`config.mk`:
```
export PLATFORM = sky130hd
export DESIGN_NAME = taxi_meter_ctrl
export DESIGN_NICKNAME = d
export VERILOG_FILES = /design/src/rtl/taxi_meter_ctrl.sv
export SDC_FILE = /design/constraint.sdc
export NUM_CORES = 1
export LEC_CHECK = 0
export ABC_AREA = 0
export ABC_CLOCK_PERIOD_IN_PS = 2800
export BUFFER_PORTS_ARGS = -buffer_cell sky130_fd_sc_hd__buf_4
export CAP_MARGIN = 15
export CORE_MARGIN = 4
export CORE_UTILIZATION = 55
export CTS_CLUSTER_DIAMETER = 60
export DETAILED_ROUTE_END_ITERATION = 10
export PLACE_DENSITY = 0.74
export SYNTH_ARGS = -nofsm -noshare
export SYNTH_HDL_FRONTEND = slang
export SYNTH_SLANG_ARGS = --single-unit
```
`constraint.sdc`:
```
create_clock -name sys_clk -period 2.8 [get_ports sys_clk]
set_input_delay 0.42 -clock sys_clk [delete_from_list [all_inputs] [get_ports sys_clk]]
set_output_delay 0.42 -clock sys_clk [all_outputs]
set_load 0.02 [all_outputs]
```
`src/rtl/taxi_meter_ctrl.sv`:
```
// Trip sequencer for the taxi meter: turns start/pause/stop key pulses and wheel-encoder
// activity into launch/step controls, the trip-start clear pulse and the pause-time count.
module taxi_meter_ctrl #(
  parameter int CLK_FREQ       = 50_000_000,
  parameter int IDLE_TIMEOUT_S = 5
) (
  input  logic        sys_clk,
  input  logic        sys_rst_n,
  input  logic        key_start,
  input  logic        key_pause,
  input  logic        key_stop,
  input  logic        encoder_pulses,
  output logic        flag_key_launch,
  output logic        flag_key_step,
  output logic        meter_clr,
  output logic [1:0]  meter_state,
  output logic [15:0] wait_sec,
  output logic        auto_paused
);

  localparam int PW = (CLK_FREQ > 1) ? $clog2(CLK_FREQ) : 1;

  typedef enum logic [1:0] {
    ST_IDLE   = 2'b00,
    ST_RUN    = 2'b01,
    ST_PAUSE  = 2'b10,
    ST_SETTLE = 2'b11
  } state_t;

  state_t          state, state_next;
  logic            enc_s1, enc_s2, enc_d, enc_edge;
  logic [PW-1:0]   presc;
  logic [7:0]      idle_cnt;
  logic            tick, timeout, clr_trip, auto_next, state_change;

  assign meter_state = state;

  // Registered edge strobe: raw rise -> enc_edge three sys_clk edges later.
  always_ff @(posedge sys_clk or negedge sys_rst_n) begin
    if (!sys_rst_n) begin
      enc_s1   <= 1'b0;
      enc_s2   <= 1'b0;
      enc_d    <= 1'b0;
      enc_edge <= 1'b0;
    end else begin
      enc_s1   <= encoder_pulses;
      enc_s2   <= enc_s1;
      enc_d    <= enc_s2;
      enc_edge <= enc_s2 & ~enc_d;
    end
  end

  assign tick = (presc == PW'(CLK_FREQ - 1));

  // Fires on the tick that would bring the idle timer up to the timeout.
  assign timeout = (state == ST_RUN) && tick && !enc_edge &&
                   (({1'b0, idle_cnt} + 9'd1) == 9'(IDLE_TIMEOUT_S));

  always_comb begin
    state_next = state;
    clr_trip   = 1'b0;
    auto_next  = auto_paused;
    case (state)
      ST_IDLE: begin
        if (key_start) begin
          state_next = ST_RUN;
          clr_trip   = 1'b1;
        end
      end
      ST_RUN: begin
        if (key_stop) begin
          state_next = ST_SETTLE;
        end else if (key_pause) begin
          state_next = ST_PAUSE;
          auto_next  = 1'b0;
        end else if (timeout) begin
          state_next = ST_PAUSE;
          auto_next  = 1'b1;
        end
      end
      ST_PAUSE: begin
        if (key_stop) begin
          state_next = ST_SETTLE;
        end else if (key_pause) begin
          state_next = ST_RUN;
        end else if (enc_edge && auto_paused) begin
          state_next = ST_RUN;
        end
      end
      default: begin
        if (key_stop) begin
          state_next = ST_IDLE;
        end else if (key_start) begin
          state_next = ST_RUN;
          clr_trip   = 1'b1;
        end
      end
    endcase
    if (state == ST_PAUSE && state_next != ST_PAUSE) auto_next = 1'b0;
    if (clr_trip) auto_next = 1'b0;
  end

  assign state_change = (state_next != state);

  always_ff @(posedge sys_clk or negedge sys_rst_n) begin
    if (!sys_rst_n) begin
      state           <= ST_IDLE;
      flag_key_launch <= 1'b0;
      flag_key_step   <= 1'b0;
      meter_clr       <= 1'b0;
      auto_paused     <= 1'b0;
    end else begin
      state           <= state_next;
      flag_key_launch <= (state_next == ST_RUN) || (state_next == ST_PAUSE);
      flag_key_step   <= (state_next == ST_PAUSE) || (state_next == ST_SETTLE);
      meter_clr       <= clr_trip;
      auto_paused     <= auto_next;
    end
  end

  // Prescaler and idle timer restart on every state change so timing is relative to entry.
  always_ff @(posedge sys_clk or negedge sys_rst_n) begin
    if (!sys_rst_n) begin
      presc    <= '0;
      idle_cnt <= '0;
    end else begin
      if (state_change || (state == ST_RUN && enc_edge) || tick) presc <= '0;
      else presc <= presc + PW'(1);

      if (state_change || enc_edge) idle_cnt <= '0;
      else if (state == ST_RUN && tick) idle_cnt <= idle_cnt + 8'd1;
    end
  end

  always_ff @(posedge sys_clk or negedge sys_rst_n) begin
    if (!sys_rst_n) begin
      wait_sec <= '0;
    end else if (clr_trip) begin
      wait_sec <= '0;
    end else if (state == ST_PAUSE && tick && wait_sec != 16'hFFFF) begin
      wait_sec <= wait_sec + 16'd1;
    end
  end

endmodule

```
=== After elaboration in Yosys (flattened, before gate mapping) ===
Cells that the tools add are included.

* Bits in registers: 60
* Input bits: 6
* Word-level logic and storage cells: 73

* Add/sub/neg operators: 4
* Equal/unequal tests: 11
* Muxes and demuxes: 23
* Bitwise gates (word level): 2
* Reduce and logical (&&, ||, !) cells: 21

{| class="wikitable"
|+ Operators by type and width
! cell !! count
|-
| $mux W16 || 2
|-
| $add A26 B1 Y26 const B || 1
|-
| $eq A26 B26 Y1 const B || 1
|-
| $mux W26 || 1
|-
| $add A16 B1 Y16 const B || 1
|-
| $mux W2 || 8
|-
| $mux W8 || 2
|-
| $ne A16 B16 Y1 const B || 1
|-
| $add A8 B1 Y9 const B || 1
|-
| $eq A9 B3 Y1 const B || 1
|-
| $add A8 B1 Y8 const B || 1
|-
| $logic_and A1 B1 Y1 || 8
|-
| $mux W1 || 8
|-
| $eq A2 B2 Y1 const B || 3
|-
| $pmux W2 S3 || 1
|-
| $logic_or A1 B1 Y1 || 5
|-
| $eq A2 B1 Y1 const B || 2
|-
| $reduce_bool A2 Y1 || 2
|-
| $reduce_bool A4 Y1 || 1
|-
| $ne A3 B1 Y1 const B || 1
|-
| $reduce_and A3 Y1 || 1
|-
| $reduce_bool A3 Y1 || 1
|-
| $logic_not A2 Y1 || 1
|-
| $ne A2 B2 Y1 || 1
|-
| 6 further kinds || 6
|}

=== Logic depth before layout (Yosys ltp) ===
Gate-level depths: netlist of the first run.

* Word-level depth: 12
* Gate-level depth with buffers: 10
* Mapped depth without buffers: 10

=== Worst setup path after synthesis of the first run ===
OpenSTA, ideal clock, no wires.

* Path kind: register to register
* From: reg idle_cnt[3]
* To: reg auto_paused
* Setup time: 119 ps
* Data arrival time: 2119 ps
* Data required time: 2681 ps
* Setup slack: 562 ps
* Cell stages (with the launch flop): 11
* Period minus slack after synthesis: 2238 ps
* Cells stage by stage: dfrtp_1 -> buf_2 -> and4_1 -> and3_1 -> o2111ai_1 -> nor2_2 -> o41a_1 -> ha_1 -> a211oi_1 -> a21oi_1 -> o21a_1

* Word-level cells in the longest chain between the ends: 11
* Elaborated cells between the ends (all ways): 15
* Classes of those cells: add/sub: 1; eq/ne: 3; mux: 6; reduce/logical: 5

{| class="wikitable"
|+ RTL lines
! what !! line !! source
|-
| from (decl) || 33 || <nowiki>logic [7:0] idle_cnt;</nowiki>
|-
| from (signal assigned) || 131 || <nowiki>else if (state == ST_RUN && tick) idle_cnt <= idle_cnt + 8'd1;</nowiki>
|-
| $add A8 B1 Y9 (*) || 57 || <nowiki>(({1'b0, idle_cnt} + 9'd1) == 9'(IDLE_TIMEOUT_S));</nowiki>
|-
| $eq A9 B3 Y1 (*) || 57 ||
|-
| $logic_and A1 B1 Y1 (*) || 56 || <nowiki>assign timeout = (state == ST_RUN) && tick && !enc_edge &&</nowiki>
|-
| $mux W2 (*) || 76 || <nowiki>end else if (timeout) begin</nowiki>
|-
| $mux W2 (*) || 73 || <nowiki>end else if (key_pause) begin</nowiki>
|-
| $mux W2 (*) || 71 || <nowiki>if (key_stop) begin</nowiki>
|-
| $pmux W2 S3 (*) || 63 || <nowiki>case (state)</nowiki>
|-
| named net state_next[1] || 30 || <nowiki>state_t state, state_next;</nowiki>
|-
| $ne A2 B2 Y1 (*) || 99 || <nowiki>if (state == ST_PAUSE && state_next != ST_PAUSE) auto_next = 1'b0;</nowiki>
|-
| $logic_and A1 B1 Y1 (*) || 99 ||
|-
| $ne A3 B1 Y1 (no source line) (tied with other cells) || - ||
|-
| $reduce_and A3 Y1 (no source line) or $mux W1 (tied branches) || - ||
|-
| to (signal assigned) || 117 || <nowiki>auto_paused <= auto_next;</nowiki>
|-
| to (decl) || 18 || <nowiki>output logic auto_paused</nowiki>
|}

The timed path passes the listed nets; every way through them passes the cells marked *.
A chain may end at the register's enable or synchronous reset.

=== Worst setup path in the final report of the first run ===
* From: reg presc[0]
* To: reg flag_key_step

* Word-level cells in the longest chain between the ends: 10
* Elaborated cells between the ends (all ways): 11
* Classes of those cells: eq/ne: 3; mux: 4; reduce/logical: 4

{| class="wikitable"
|+ RTL lines
! what !! line !! source
|-
| from (decl) || 32 || <nowiki>logic [PW-1:0] presc;</nowiki>
|-
| from (signal assigned) || 128 || <nowiki>else presc <= presc + PW'(1);</nowiki>
|-
| $eq A26 B26 Y1 (*) || 53 || <nowiki>assign tick = (presc == PW'(CLK_FREQ - 1));</nowiki>
|-
| $logic_and A1 B1 Y1 (*) (3 in series) || 56 ||
|-
| $mux W2 (*) || 76 ||
|-
| $mux W2 (*) || 73 ||
|-
| $mux W2 (*) || 71 ||
|-
| $pmux W2 S3 (*) || 63 ||
|-
| named net state_next[0] || 30 ||
|-
| $eq A2 B2 Y1 || 115 || <nowiki>flag_key_step <= (state_next == ST_PAUSE) || (state_next == ST_SETTLE);</nowiki>
|-
| $logic_or A1 B1 Y1 (*) || 115 ||
|-
| to (signal assigned) || 115 ||
|-
| to (decl) || 14 || <nowiki>output logic flag_key_step,</nowiki>
|}

Marked as above.

==> run summary, run 1 <==
n_diodes -> 0
Setup TNS Final -> 0 ns
main combinational cell family by area after synthesis -> simple AND/OR/NAND/NOR gates
Synth Net Count -> 345
Final Hold Viols -> 0
# fillers -> 470
DRC -> 0
RSZ-0062 raised after global routing -> false
Final Cell Area -> 3740 um^2
register area -> 1500 um^2
clk buf depth -> 2
overall power -> 2.29 mW
Post-CTS Hold Buffers -> 0
routed length on met2 -> 3160 um
critical path required time -> 3.02 ns
die width -> 84.9 um
Met1 Wirelength -> 3110 um
DRT Wirelength -> 6740 um
dpl hpwl -> 4460 um
Post-DP Area -> 3510 um^2
Synth Area in XOR/XNOR -> 0.0834
number of core rows -> 27
CTS H-tree depth -> 3
first-pass iteration count of the detailed router -> 4
Root Driver -> clkbuf_8
sequential fraction of the synthesis area -> 0.461
worst min-delay path class -> input port to async pin
Slew Limit Fails -> 0
Synth Area in Simple Gates -> 0.311
pwr/cell area -> 614 nW/um^2
DR vias/cell -> 5.97
Fin Clk Skew -> 0.00635 ns
CP arrival -> 2.70 ns
Post-Synth Adder-Cell Area -> 0.0231
VDD IR max -> 0.387 mV
Setup crit end kind -> flip-flop
total grt overflow -> 0
Worst path slowest cell -> nor4_1
Total GRT Usage -> 0.201
# IOs -> 28
Max Used Layer -> met4
leakage dissipation -> 1.62 nW
Worst Path Max Fanout -> 4
CP startpoint kind -> flip-flop
Slew headroom -> 0.499
antenna viol nets, final -> 0
Slew @ Worst Pin -> 0.751 ns
CP Class -> flip-flop to flip-flop
post-CTS resize count -> 0
max cap viols -> 0
Die H -> 84.9 um
status -> complete, no violations
worst hold slack -> 0.149 ns
dpl cells -> 424
post-synthesis cell count -> 333
ys async rst share -> 1.00
cells along the critical path -> ha_1, nand4_2, nor2_1, nand4_2, nor4_1, nor2_1, ha_1, or2_2
crit-path leading delay family -> simple AND/OR/NAND/NOR gates
latest clock arrival within the worst-skew pair -> 0.34 ns
Die ar. -> 7210 um^2
first-pass GRT wire length -> 11700 um
vias in the first global route -> 2543
initial antenna violation count -> 0
Critical path buffers and inverters -> 0
largest net degree at the start of global routing -> 61
worst stage delay on the critical path -> 0.45 ns
Period minus WS final -> 2.48 ns
fin cells -> 439
top_reg_cell synth -> dfrtp_1
multiplexer area fraction after synthesis -> 0.00615
Routed WL per cell -> 15.4 um
Synth Register Bits -> 60
initial core utilization -> 0.580
core area -> 5610 um^2
IO Port Bufs -> 27
CTS clk-pin slew, worst paths -> 0.07 ns
CTS tree -> yes
multi-input logic area -> 1680 um^2
clock sink total -> 60
Syn. warnings -> 0
Synth cell types -> 59
f_max -> 404 MHz
compound-gate portion of the synthesized area -> 0.0919
Mean Syn Cell Area -> 9.77 um^2
GPL Wtd Cong -> 0.866
setup bufs post-CTS -> 0
WL met3 -> 335 um
Final nets -> 375
ratio of cells with drive above 1 in the final layout -> 0.163
DRT iter0 DRCs -> 87
Post-synth EDFFs -> 0
total number of vias -> 2623
Num CTS Buffers -> 9
Finish-stage setup viols -> 0
fin crit share -> 0.885
synthesized area -> 3250 um^2
P&R area growth vs syn -> 14.8%
flip-flops by register name, summed over array words and instances (netlist names):
name / count
presc: 26
wait_sec: 16
idle_cnt: 8
meter_state: 2
auto_paused: 1
enc_d: 1
enc_edge: 1
enc_s1: 1
enc_s2: 1
flag_key_launch: 1
flag_key_step: 1
meter_clr: 1
cell families (layout without fill, tap and decap cells):
kind of cell    Yosys count  in the layout
fa+ha+maj                 6              6
xor+xnor                 31             31
buf+inv                  17             51
simple gates            170            170
compound gates           47             47
mux                       2              2
flops                    60             60
cell usage after synthesis (all sizes together), types with 2 or more instances:
| cell type | n | area share |
|---|---|---|
| and2 | 5 | 0.0096 |
| nand3b | 2 | 0.0046 |
| xnor2 | 16 | 0.043 |
| dfrtp | 60 | 0.46 |
| nor3b | 2 | 0.0046 |
| xor2 | 15 | 0.040 |
| and3 | 7 | 0.013 |
| or3 | 8 | 0.015 |
| ha | 6 | 0.023 |
| a21oi | 13 | 0.020 |
| nor2 | 37 | 0.043 |
| and2b | 2 | 0.0046 |
| mux2i | 2 | 0.0062 |
| buf | 9 | 0.014 |
| and4 | 13 | 0.036 |
| or4 | 2 | 0.0046 |
| nor4b | 3 | 0.012 |
| o21ai | 17 | 0.027 |
| nor3 | 18 | 0.031 |
| nand2 | 22 | 0.025 |
| inv | 7 | 0.0081 |
| nand4 | 16 | 0.038 |
| or2 | 2 | 0.0038 |
| nand3 | 18 | 0.029 |
| nor4 | 6 | 0.016 |
| and4b | 2 | 0.0062 |
| nor2b | 2 | 0.0038 |
per-stage QoR:
step | setup slack [ns] | utilization
after floorplan | 0.562 | -
after global placement | 0.441 | 0.627
after detailed placement | 0.385 | 0.627
after CTS | 0.359 | 0.666
after global routing | 0.117 | 0.666
final | 0.323 | 0.666
power breakdown:
part | internal, mW | leakage [nW] | switching (mW)
registers | 0.915 | 0.819 | 0.0634
logic | 0.160 | 0.690 | 0.271
clock network | 0.543 | 0.111 | 0.341
total | 1.62 | 1.62 | 0.675
worst reg2reg max path, cell delays in order, from the launching register on:
cell and delay [ns]:
dfrtp_1 0.38, ha_1 0.24, nand4_2 0.18, nor2_1 0.26, nand4_2 0.22, nor4_1 0.45
nor2_1 0.12, ha_1 0.21, or2_2 0.29
path summary, 6_finish.rpt:
| kind | slack [ns] | to | from | cells past startpoint |
|---|---|---|---|---|
| min | 0.15 | wait_sec[6] | sys_rst_n | 1 |
| max | 0.32 | flag_key_step | presc[0] | 8 |
| max reg2reg | 0.32 | flag_key_step | presc[0] | 8 |
| min reg2reg | 0.36 | enc_s2 | enc_s1 | 0 |
| min in group sys_clk | 0.19 | enc_s1 | encoder_pulses | 1 |
| max in group asynchronous | 2.14 | presc[22] | sys_rst_n | 1 |
per-layer routing:
layer	GRT usage	vias to the layer above
met3	0.0505	12
li1	-	1279
met2	0.312	54
met1	0.269	1278
met4	0.0849	0
met5	0	-
area by class of cell:
class / instances / share of cell area
Multi-Input combinational cell: 256 / 0.449
Sequential cell: 60 / 0.402
Inverter: 7 / 0.00703
Clock inverter: 4 / 0.0194
Timing Repair Buffer: 29 / 0.0583
Tap cell: 72 / 0.0241
Clock buffer: 11 / 0.0405
cells in the final DEF, fill, tap and decap left out, drive strengths merged, types with 2 or more instances in the layout:
cell type / netlist / layout
a21oi: 13 / 13
and2: 5 / 5
and2b: 2 / 2
and3: 7 / 7
and4: 13 / 13
and4b: 2 / 2
buf: 9 / 29
bufinv: 0 / 2
clkbuf: 1 / 11
dfrtp: 60 / 60
ha: 6 / 6
inv: 7 / 7
mux2i: 2 / 2
nand2: 22 / 22
nand3: 18 / 18
nand3b: 2 / 2
nand4: 16 / 16
nor2: 37 / 37
nor2b: 2 / 2
nor3: 18 / 18
nor3b: 2 / 2
nor4: 6 / 6
nor4b: 3 / 3
o21ai: 17 / 17
or2: 2 / 2
or3: 8 / 8
or4: 2 / 2
xnor2: 16 / 16
xor2: 15 / 15
Note: power is estimated with default switching activity, not from simulation.
==> run 2, diff against run 1 <==
--- a/config.mk
+++ b/config.mk
@@ -9,6 +9,7 @@
 export ABC_CLOCK_PERIOD_IN_PS = 2800
 export BUFFER_PORTS_ARGS = -buffer_cell sky130_fd_sc_hd__buf_4
 export CAP_MARGIN = 15
+export CORE_ASPECT_RATIO = 0.7
 export CORE_MARGIN = 4
 export CORE_UTILIZATION = 55
 export CTS_CLUSTER_DIAMETER = 60
==> run 2 against run 1 <==
  * Power shrank 4.6%
  * Largest cell class unchanged
  * Via count rose by 0.19%
  * Setup slack improved by 0.040 ns
  * Non-clock buffer count unchanged
  * Highest routed layer unchanged
  * Critical endpoint is now auto_paused
==> run summary, run 2 (synthesis gave the netlist of run 1 again) <==
max cap viols -> 0
most frequent cells in the layout -> dfrtp_1 (60), nor2_1 (36), buf_4 (29), nand2_1 (22)
Num CTS Buffers -> 9
IO Port Bufs -> 27
core area -> 5730 um^2
total number of vias -> 2628
worst min-delay path class -> input port to async pin
total grt overflow -> 0
final worst setup slack -> 0.363 ns
dpl cells -> 427
f_max -> 410 MHz
Period minus WS final -> 2.44 ns
Top reg by flops -> presc
reg2reg start -> idle_cnt[1]
Post-CTS Hold Buffers -> 0
CP startpoint kind -> flip-flop
Place WS -> 0.369 ns
Reg-to-Reg End -> auto_paused
CP Class -> flip-flop to flip-flop
Setup crit end kind -> flip-flop
CP arrival -> 2.67 ns
Post-DP Area -> 3520 um^2
commonest non-fill, non-tap cell in the layout -> dfrtp_1
# IOs -> 28
ratio of cells with drive above 1 in the final layout -> 0.166
# fillers -> 469
P&R area growth vs syn -> 14.3%
Root Driver -> clkbuf_8
Final nets -> 375
dpl hpwl -> 4910 um
clock sink total -> 60
CP dominant cell by count -> ha_1
max reg flops -> 26
flop2flop setup slack -> 0.36 ns
initial antenna violation count -> 0
leakage dissipation -> 1.61 nW
clk buf depth -> 2
Final Cell Area -> 3720 um^2
number of core rows -> 23
overall power -> 2.19 mW
CTS tree -> yes
Die ar. -> 7230 um^2
initial core utilization -> 0.568
GPL Wtd Cong -> 0.816
VDD IR max -> 0.374 mV
setup bufs post-CTS -> 0
Worst path slowest cell -> dfrtp_1
Fin Clk Skew -> 0.00724 ns
cells along the critical path -> ha_1, inv_1, and3_1, o2111ai_1, nor2_2, o41a_1, ha_1, a211oi_1, a21oi_1, o21a_1
CTS H-tree depth -> 3
Die H -> 72.4 um
first-pass iteration count of the detailed router -> 4
fin cells -> 443
post-CTS resize count -> 0
Regs by FF count -> presc (26), wait_sec (16), idle_cnt (8)
Setup TNS Final -> 0 ns
critical path required time -> 3.03 ns
n_diodes -> 0
worst stage delay on the critical path -> 0.42 ns
DR vias/cell -> 5.93
RSZ-0062 raised after global routing -> false
pwr/cell area -> 588 nW/um^2
Finish-stage setup viols -> 0
CTS clk-pin slew, worst paths -> 0.07 ns
DRT iter0 DRCs -> 132
Slew headroom -> 0.493
die width -> 99.9 um
Final Hold Viols -> 0
Slew Limit Fails -> 0
first-pass GRT wire length -> 11700 um
fin crit share -> 0.870
DRC -> 0
vias in the first global route -> 2436
status -> complete, no violations
Reg2Reg Depth -> 10
antenna viol nets, final -> 0
latest clock arrival within the worst-skew pair -> 0.34 ns
Total GRT Usage -> 0.205
Worst Path Max Fanout -> 9
DRT Wirelength -> 6980 um
Routed WL per cell -> 15.8 um
largest net degree at the start of global routing -> 61
Slew @ Worst Pin -> 0.761 ns
-- run 2: through the flow --
| step | hold slack (ns) | utilization |
|---|---|---|
| after floorplan | 0.124 | - |
| after global placement | 0.348 | 0.614 |
| after detailed placement | 0.337 | 0.614 |
| after CTS | 0.173 | 0.649 |
| after global routing | 0.168 | 0.649 |
| final | 0.132 | 0.649 |
-- run 2: final cells by class --
class	instances	area [um^2]	area share
clock inverter	6	63.8	0.0172
tap	75	93.8	0.0252
inverter	7	26.3	0.00707
sequential	60	1500	0.404
timing repair buffer	29	218	0.0585
clock buffer	10	138	0.0370
multi-input combinational	256	1680	0.451
-- run 2: worst max-delay path, delay by kind of cell (launching register included) --
| kind | cells | cell delay [ns] |
|---|---|---|
| AND/OR/NAND/NOR | 2 | 0.30 |
| buffers and inverters | 1 | 0.10 |
| AO/OA/AOI/OAI | 5 | 1.03 |
| adder cells (fa/ha/maj) | 2 | 0.47 |
| flip-flops | 1 | 0.42 |
-- run 2: routing by layer --
| layer | share of wire | GRT usage |
|---|---|---|
| met4 | 0.014 | 0.0682 |
| met1 | 0.48 | 0.286 |
| met3 | 0.060 | 0.0634 |
| met2 | 0.45 | 0.305 |
| met5 | 0 | 0 |
-- run 2: worst max path at each step --
stage / startpoint / to / cells after the start
6_report: idle_cnt[1] / auto_paused / 10
2_1_floorplan: idle_cnt[3] / auto_paused / 10
5_1_grt: presc[0] / auto_paused / 10
3_5_place_dp: presc[0] / auto_paused / 10
3_3_place_gp: idle_cnt[3] / auto_paused / 9
4_1_cts: presc[0] / auto_paused / 10
-- run 2: power by group --
part	switching, mW	internal [mW]
logic	0.269	0.163
registers	0.0652	0.915
clock network	0.343	0.433
total	0.678	1.51
